$ cat config.mk
export PLATFORM = sky130hd
export DESIGN_NAME = display_scan_ctrl
export DESIGN_NICKNAME = d
export VERILOG_FILES = /design/src/rtl/display_scan_ctrl_pkg.sv /design/src/rtl/display_scan_ctrl_digit_bank.sv /design/src/rtl/display_scan_ctrl.sv
export SDC_FILE = /design/constraint.sdc
export NUM_CORES = 1
export LEC_CHECK = 0
export BUFFER_PORTS_ARGS = -buffer_cell sky130_fd_sc_hd__buf_2
export CAP_MARGIN = 15
export CORE_UTILIZATION = 45
export CTS_CLUSTER_SIZE = 20
export DETAILED_ROUTE_END_ITERATION = 7
export PLACE_DENSITY_LB_ADDON = 0.25
export SLEW_MARGIN = 20
export SYNTH_ARGS = -nofsm -noshare
export SYNTH_HDL_FRONTEND = slang
export SYNTH_SLANG_ARGS = --single-unit
$ cat constraint.sdc
create_clock -name Clock -period 3.3 [get_ports Clock]
set_clock_uncertainty 0.1 [all_clocks]
set_input_delay 0.33 -clock Clock [delete_from_list [all_inputs] [get_ports Clock]]
set_output_delay 0.33 -clock Clock [all_outputs]
set_load 0.1 [all_outputs]
$ cat src/rtl/display_scan_ctrl_pkg.sv
// Shared types for the display scan controller.
//   scan_state_t : scan FSM states (off, blanking interval, show interval)
//   nibble_t     : one BCD digit as stored in the banks and fed to the decoder
//   ANODE_OFF    : all-anodes-off pattern; callers slice it to NUM_DIGITS bits
package display_scan_ctrl_pkg;
  typedef enum logic [1:0] {ST_OFF, ST_BLANK, ST_SHOW} scan_state_t;
  typedef logic [3:0] nibble_t;
  localparam logic [7:0] ANODE_OFF = 8'hFF;
endpackage

$ cat src/rtl/display_scan_ctrl_digit_bank.sv
// Double-buffered digit store.
//   Clock, Resetn : clock and synchronous active-low reset
//   wr_valid, wr_digit, wr_data : shadow write port (out-of-range index ignored)
//   copy          : load every active entry from the shadow bank this edge
//   rd_idx/rd_data: combinational read of the active bank
module display_scan_ctrl_digit_bank
  import display_scan_ctrl_pkg::*;
#(
  parameter int NUM_DIGITS = 4,
  parameter int IDX_W      = 2
) (
  input  logic             Clock,
  input  logic             Resetn,
  input  logic             wr_valid,
  input  logic [2:0]       wr_digit,
  input  nibble_t          wr_data,
  input  logic             copy,
  input  logic [IDX_W-1:0] rd_idx,
  output nibble_t          rd_data
);
  nibble_t shadow     [NUM_DIGITS];
  nibble_t active     [NUM_DIGITS];
  nibble_t shadow_nxt [NUM_DIGITS];

  // Shadow contents after this cycle's write; the copy takes this view so a
  // write landing on the copy edge is carried into the active bank.
  always_comb begin
    for (int i = 0; i < NUM_DIGITS; i++)
      shadow_nxt[i] = (wr_valid && wr_digit == 3'(i)) ? wr_data : shadow[i];
  end

  always_ff @(posedge Clock) begin
    if (!Resetn) begin
      for (int i = 0; i < NUM_DIGITS; i++) begin
        shadow[i] <= '0;
        active[i] <= '0;
      end
    end else begin
      for (int i = 0; i < NUM_DIGITS; i++) begin
        shadow[i] <= shadow_nxt[i];
        if (copy) active[i] <= shadow_nxt[i];
      end
    end
  end

  assign rd_data = active[rd_idx];
endmodule

$ cat src/rtl/display_scan_ctrl.sv
// Multiplexed common-anode 7-segment scan controller.
//   Clock, Resetn : clock and synchronous active-low reset
//   enable        : 1 = scan, 0 = dark
//   wr_valid/wr_digit/wr_data : shadow bank write port
//   commit        : request shadow->active copy at the next frame boundary
//   commit_busy   : copy pending;  commit_done : one-cycle pulse after the copy
//   dec_nibble    : digit value to the shared decoder
//   digit_an      : active-low anode selects
//   frame_tick    : pulse during the final cycle of the last digit's slot
module display_scan_ctrl
  import display_scan_ctrl_pkg::*;
#(
  parameter int NUM_DIGITS   = 4,
  parameter int SLOT_CYCLES  = 50000,
  parameter int BLANK_CYCLES = 16
) (
  input  logic                  Clock,
  input  logic                  Resetn,
  input  logic                  enable,
  input  logic                  wr_valid,
  input  logic [2:0]            wr_digit,
  input  logic [3:0]            wr_data,
  input  logic                  commit,
  output logic                  commit_busy,
  output logic                  commit_done,
  output logic [3:0]            dec_nibble,
  output logic [NUM_DIGITS-1:0] digit_an,
  output logic                  frame_tick
);
  localparam int IDX_W = (NUM_DIGITS > 2) ? $clog2(NUM_DIGITS) : 1;
  localparam int CNT_W = $clog2(SLOT_CYCLES);
  localparam logic [CNT_W-1:0] BLANK_END = CNT_W'(BLANK_CYCLES - 1);
  localparam logic [CNT_W-1:0] SLOT_END  = CNT_W'(SLOT_CYCLES - 1);
  localparam logic [CNT_W-1:0] TICK_PRE  = CNT_W'(SLOT_CYCLES - 2);
  localparam logic [IDX_W-1:0] LAST_IDX  = IDX_W'(NUM_DIGITS - 1);
  localparam logic [NUM_DIGITS-1:0] AN_OFF = ANODE_OFF[NUM_DIGITS-1:0];

  scan_state_t      state;
  logic [IDX_W-1:0] idx, nxt_idx;
  logic [CNT_W-1:0] cnt;
  nibble_t          rd_data;
  logic             do_copy;

  // Index that will be current after this edge; the bank is read with it so
  // dec_nibble already matches the digit of the slot being entered.
  always_comb begin
    nxt_idx = idx;
    if (state == ST_OFF)
      nxt_idx = '0;
    else if (state == ST_SHOW && cnt == SLOT_END)
      nxt_idx = (idx == LAST_IDX) ? '0 : idx + IDX_W'(1);
  end

  // Copy at the frame boundary, or straight away once the scan is off.
  assign do_copy = (commit_busy && (frame_tick || state == ST_OFF)) ||
                   (commit && frame_tick);

  display_scan_ctrl_digit_bank #(.NUM_DIGITS(NUM_DIGITS), .IDX_W(IDX_W)) u_bank (
    .Clock    (Clock),
    .Resetn   (Resetn),
    .wr_valid (wr_valid),
    .wr_digit (wr_digit),
    .wr_data  (wr_data),
    .copy     (do_copy),
    .rd_idx   (nxt_idx),
    .rd_data  (rd_data)
  );

  always_ff @(posedge Clock) begin
    if (!Resetn) begin
      state      <= ST_OFF;
      idx        <= '0;
      cnt        <= '0;
      digit_an   <= AN_OFF;
      dec_nibble <= '0;
      frame_tick <= 1'b0;
    end else if (!enable) begin
      state      <= ST_OFF;
      idx        <= '0;
      cnt        <= '0;
      digit_an   <= AN_OFF;
      frame_tick <= 1'b0;
    end else begin
      dec_nibble <= rd_data;
      // The counter runs through blank and show, so SLOT_CYCLES-2 is always
      // the cycle before the slot's last one, whichever phase it falls in.
      frame_tick <= (state != ST_OFF) && (cnt == TICK_PRE) && (idx == LAST_IDX);
      case (state)
        ST_OFF: begin
          state    <= ST_BLANK;
          idx      <= '0;
          cnt      <= '0;
          digit_an <= AN_OFF;
        end
        ST_BLANK: begin
          cnt <= cnt + CNT_W'(1);
          if (cnt == BLANK_END) begin
            state    <= ST_SHOW;
            digit_an <= ~(NUM_DIGITS'(1) << idx);
          end
        end
        ST_SHOW: begin
          if (cnt == SLOT_END) begin
            state    <= ST_BLANK;
            cnt      <= '0;
            idx      <= nxt_idx;
            digit_an <= AN_OFF;
          end else begin
            cnt <= cnt + CNT_W'(1);
          end
        end
        default: state <= ST_OFF;
      endcase
    end
  end

  always_ff @(posedge Clock) begin
    if (!Resetn) begin
      commit_busy <= 1'b0;
      commit_done <= 1'b0;
    end else begin
      commit_done <= do_copy;
      if (do_copy)     commit_busy <= 1'b0;
      else if (commit) commit_busy <= 1'b1;
    end
  end
endmodule

Word-level counts from Yosys, hierarchy flattened
Memories as Yosys holds them, arrays and structs flattened. A register that Yosys moved wholly into a read port is not among the register bits.
Cells that the tools add are included.
Widths: inputs -> output; s select.
- register bits after elaboration: 27
- RAM bits: 32
- bits of input ports: 12
- output and inout port bits: 11
- memories kept: 2
- $add $sub $neg: 2
- equal/unequal tests: 11
- shift operators: 1
- multiplexer cells: 30
- bitwise operators: 10
- reductions and logical operators: 22
- memories (name ; depth ; bits a word ; rd ports ; clocked after Yosys merged registers in ; write ports ; line ; RTL):
    u_bank.active ; 4 ; 4 ; 1 ; 1 ; 4 ; display_scan_ctrl_digit_bank.sv:22 ; nibble_t active [NUM_DIGITS];
    u_bank.shadow ; 4 ; 4 ; 4 ; 0 ; 4 ; display_scan_ctrl_digit_bank.sv:21 ; nibble_t shadow [NUM_DIGITS];
- operators by type and width (operator ; number):
    $mux 4 ; 14
    $pmux 16 s3 ; 1
    $eq 16x16->1 const B ; 2
    $add 16x1->16 const B ; 1
    $eq 16x4->1 const B ; 1
    $mux 16 ; 1
    $mux 2 ; 6
    $pmux 4 s3 ; 1
    $logic_and 1x1->1 ; 9
    $or 1x1->1 ; 8
    $eq 3x2->1 const B ; 2
    $pmux 2 s3 ; 1
    $reduce_and 2->1 ; 3
    $mux 1 ; 5
    $eq 2x2->1 const B ; 2
    $not 4->4 ; 1
    $pmux 2 s2 ; 1
    $reduce_bool 2->1 ; 2
    $shl 1x2->4 const A ; 1
    $eq 3x1->1 const B ; 1
    $logic_not 3->1 ; 1
    $reduce_and 3->1 ; 1
    $reduce_bool 3->1 ; 1
    $add 2x1->2 const B ; 1
    8 further kinds ; 9

Depth between registers and ports, before layout
- depth after elaboration: 8
- gate-level depth with buffers: 9
- depth with buffers taken out: 8

Hierarchy
From an unflattened synthesis, not the netlist that was laid out.
- cells, all modules: 300
- area, all modules: 3045.4 um^2
- modules (own cells, without submodules) (module ; instances ; cells each ; area an instance (um^2)):
    display_scan_ctrl ; 1 ; 176 ; 1559.0
    display_scan_ctrl_digit_bank ; 1 ; 124 ; 1486.4

Worst setup path before layout
Ideal clock, no wire load.
- path type: register to register
- start: register state[0]
- end: memory u_bank.active[0][0] in the netlist's numbering (enable)
- setup time: 0.375 ns
- arrival: 1.797 ns
- path slack: 1.028 ns
- stages on the path, launching flop included: 7
- buffers on the path: 2
- path through: dfxtp_1 -> inv_1 -> ha_1 -> clkbuf_1 -> clkbuf_1 -> o21ai_1 -> nand2_1
- RTL lines (item ; line ; RTL):
    start: declaration ; display_scan_ctrl.sv:38 ; scan_state_t state;
    start signal: assignment ; display_scan_ctrl.sv:71 ; state <= ST_OFF;
    start signal: assignment ; display_scan_ctrl.sv:78 ; state <= ST_OFF;
    start signal: assignment ; display_scan_ctrl.sv:90 ; state <= ST_BLANK;
    end: declaration ; display_scan_ctrl_digit_bank.sv:22 ;

Worst setup path in the final report
- start: register cnt[0]
- end: register cnt[14]
- word-level cells in the longest chain between the ends: 3
- ends and longest elaborated chain (item ; line ; RTL):
    start: declaration ; display_scan_ctrl.sv:40 ; logic [CNT_W-1:0] cnt;
    start signal: assignment ; display_scan_ctrl.sv:96 ; cnt <= cnt + CNT_W'(1);
    start signal: assignment ; display_scan_ctrl.sv:109 ; cnt <= cnt + CNT_W'(1);
    $add 16x1->16 / $eq 16x16->1 (equally long branches) ; display_scan_ctrl.sv:96, display_scan_ctrl.sv:109, display_scan_ctrl.sv:103 ;
    $mux 16 ; display_scan_ctrl.sv:103 ; if (cnt == SLOT_END) begin
    $pmux 16 s3 * ; display_scan_ctrl.sv:88 ; case (state)
Every way passes the cells marked *; elsewhere a longest branch is shown, timed or not.
A chain may end at the register's enable or synchronous reset.

==> flow_summary_export.csv <==
group,metric,value,unit
outcome,status,"completed",
floorplanning,dieArea,0.00737,mm2
worst_setup_path,reg2regPathDepth,6,
routing,finalWirelength,6300,um
logic_synthesis,synthTopCellsByCount,"47 x dfxtp_1, 44 x nor2_1, 27 x nor3_1",
pwr,comb_power_share,7.1,%
timing,finalSetupViolations,0,
worst_setup_path,worst-path-buf-inv,0,
worst_setup_path,max_stage_delay,0.57,ns
run,cap_violations,0,
logic_synthesis,yosysMostFrequentCell,"dfxtp_1",
worst_setup_path,worstPathArrival,2.59,ns
layout,syn2layout_area_growth,12.2,%
cts,clk_latency,0.34,ns
layout,finish.utilization,52.3,%
cts,tritoncts,"done",
logic_synthesis,synth_edf_count,16,
logic_synthesis,synth_top_cells_by_area,"dfxtp_1 30%, edfxtp_1 15%, mux2i_1 5.4%",
logic_synthesis,ys_ff_latch,63,
logic_synthesis,ys_types,59,
layout,final_cells,451,
pwr,p_seq_share,47.4,%
cts,clock-sinks,63,
cts,cts_buffer_depth,2,
routing,drt_iter0_drc,153,
floorplanning,num_rows,30,
worst_setup_path,r2r_setup_slack,0.90,ns
floorplanning,initial_core_util,46.6,%
pwr,leakage,1.31,nW
worst_setup_path,crit_family,"simple AND/OR/NAND/NOR gates",
floorplanning,core,0.00679,mm2
cts,cts_resized,0,
logic_synthesis,synth_top_area_share,29.7,%
cts,cts_buffers,9,
timing,final_hold_viol_count,0,
timing,setup_tns,0,ns
layout,fillers,631,
grt,first_global_vias,2159,
pwr,p_sw_share,23.2,%
pwr,p_int,1.34,mW
routing,first_pass_iters,4,
floorplanning,io_pins,23,
worst_setup_path,crit_required,3.49,ns
min_path,hp-class,"in -> reg",
layout,layout.nets,373,
logic_synthesis,synth_area,0.00316,mm2
worst_setup_path,worstSetupPathDepth,6,
logic_synthesis,syn-num-nets,354,
pwr,p_per_area,492,mW/mm2
worst_setup_path,path_class,"reg -> reg",
worst_setup_path,crit_path_end_kind,"register",
logic_synthesis,syn_inst,331,
timing,tightestPinTransition,0.925,ns
logic_synthesis,seq_area_frac_synth,44.9,%
timing,rsz0062_at_grt,"no",
worst_setup_path,worstPathCellList,"ha_1 > nand3_1 > or4_1 > or4_1 > a21oi_1 > a31o_1",
routing,ant_nets,0,
cts,path_clk_slew,0.07,ns
logic_synthesis,syn_avg_cell_area,9.56,um2
placement,routabilityCongestion,0.784,
layout,drive_above_1_share,15.5,%
layout,seq_area,0.00142,mm2
cts,hold_buffers,0,
timing,maxSlewHeadroom,38.3,%
timing,holdWs,0.113,ns
timing,fin_crit_sh,72.8,%
logic_synthesis,yosysTopAreaCell,"dfxtp_1",
pwr,finalPower,1.75,mW
placement,place_inst,435,
worst_setup_path,worst-path-max-fanout,7,
placement,port_buffers,22,
pwr,pwr-share-clk,45.5,%
placement,placed_area,0.00331,mm2
floorplanning,die_x,85.9,um
pwr,p_switching,0.404,mW
grt,grt_pass1_wl,10900,um
floorplanning,die_h,85.9,um
placement,dpl_worst_slack,0.910,ns
routing,drcViolationCount,0,
routing,routed_via_density,5.44,
cts,cts_setup_buffers,0,
grt,antenna_found_initial,0,
logic_synthesis,ys_warn_count,0,
cts,htree_levels,3,
logic_synthesis,async_flop_share,0,%
cts,clock-root-buffer,"clkbuf_8",
worst_setup_path,slowest_stage,"or4_1",
timing,report.final.slew_viol_count,0,
grt,grt_overflow,0,
worst_setup_path,startpoint_type,"register",
pwr,vdd_drop_max,0.195,mV
routing,route.detailed.wl_per_inst,14.0,um
min_path,holdPathStages,3,
placement,hpwl,4430,um
logic_synthesis,synth_ff_type,"dfxtp_1",
timing,setup_slack,0.898,ns
layout,diodes,0,
timing,fin_crit,2.40,ns
layout,multi_input_area,0.00159,mm2
worst_setup_path,critPathMostFrequentCell,"or4_1",
grt,grt_max_degree,34,
timing,fmax,416,MHz
routing,vias,2452,
layout,final_area,0.00355,mm2
grt,grtUsageTotal,19.1,%
## worst reg2reg max path, stage by stage, from the launching register on
cell and delay, ns:
dfxtp_1 0.42, ha_1 0.38, nand3_1 0.21, or4_1 0.57
or4_1 0.41, a21oi_1 0.16, a31o_1 0.11
## power by group through the flow
| stage | sequential, mW | clock [mW] | combinational (mW) |
|---|---|---|---|
| 2_1_floorplan | 0.871 | 0 | 0.0625 |
| 3_3_place_gp | 0.844 | 0 | 0.123 |
| 3_5_place_dp | 0.844 | 0 | 0.124 |
| 4_1_cts | 0.826 | 0.809 | 0.124 |
| 5_1_grt | 0.829 | 0.846 | 0.135 |
| 6_report | 0.827 | 0.795 | 0.124 |
## layout make-up
cell class / count / area share [%]
clock inverters: 4 / 2.11
repair buffers: 25 / 3.74
well taps: 96 / 3.38
inverters: 12 / 1.27
multi-input cells: 239 / 44.8
clock buffers: 12 / 4.69
flip-flops and latches: 63 / 40.0
## registers in the layout, indices dropped and copies added, names as in the netlist
signal,flops
frame_tick,1
state,2
u_bank.active,16
idx,2
digit_an,4
dec_nibble,4
u_bank.shadow,16
commit_busy,1
commit_done,1
cnt,16
## path summary, 6_finish.rpt
kind | startpoint | to
setup / recovery | cnt[0] | cnt[14]
hold / removal | commit | commit_busy
setup reg to reg | cnt[0] | cnt[14]
hold reg to reg | digit_an[1] | digit_an[1]
## layer usage
layer / global-route usage [%] / vias to the layer above / wire length [um]
met4: 8.18 / 0 / 129
met5: 0 / - / 0
met2: 26.2 / 54 / 2630
li1: - / 1245 / -
met3: 4.33 / 10 / 237
met1: 28.6 / 1143 / 3300
## layout by cell type, fill, tap and decap left out, types with 5 or more instances in the layout
cell      Yosys  layout
nand3_1      10      10
inv_1        12      12
clkbuf_8      2      10
nand2_1      18      18
xnor2_1       8       8
a21oi_1      11      11
buf_2         1      22
nor3_1       27      27
xor2_1        5       5
nand4_1       6       6
ha_1         11      11
edfxtp_1     16      16
mux2i_1      17      17
nor2_1       44      44
a21o_1        6       6
o21ai_0       8       8
dfxtp_1      47      47
## cell families after synthesis
kind of cell	Yosys count	synth area share [%]
AO/OA/AOI/OAI	60	14.1
XOR/XNOR	13	3.60
adder cells (fa/ha/maj)	11	4.35
buffers and inverters	29	4.82
flip-flops	63	44.9
multiplexers	17	5.38
AND/OR/NAND/NOR	138	22.9
(Power assumes the default switching activity.)
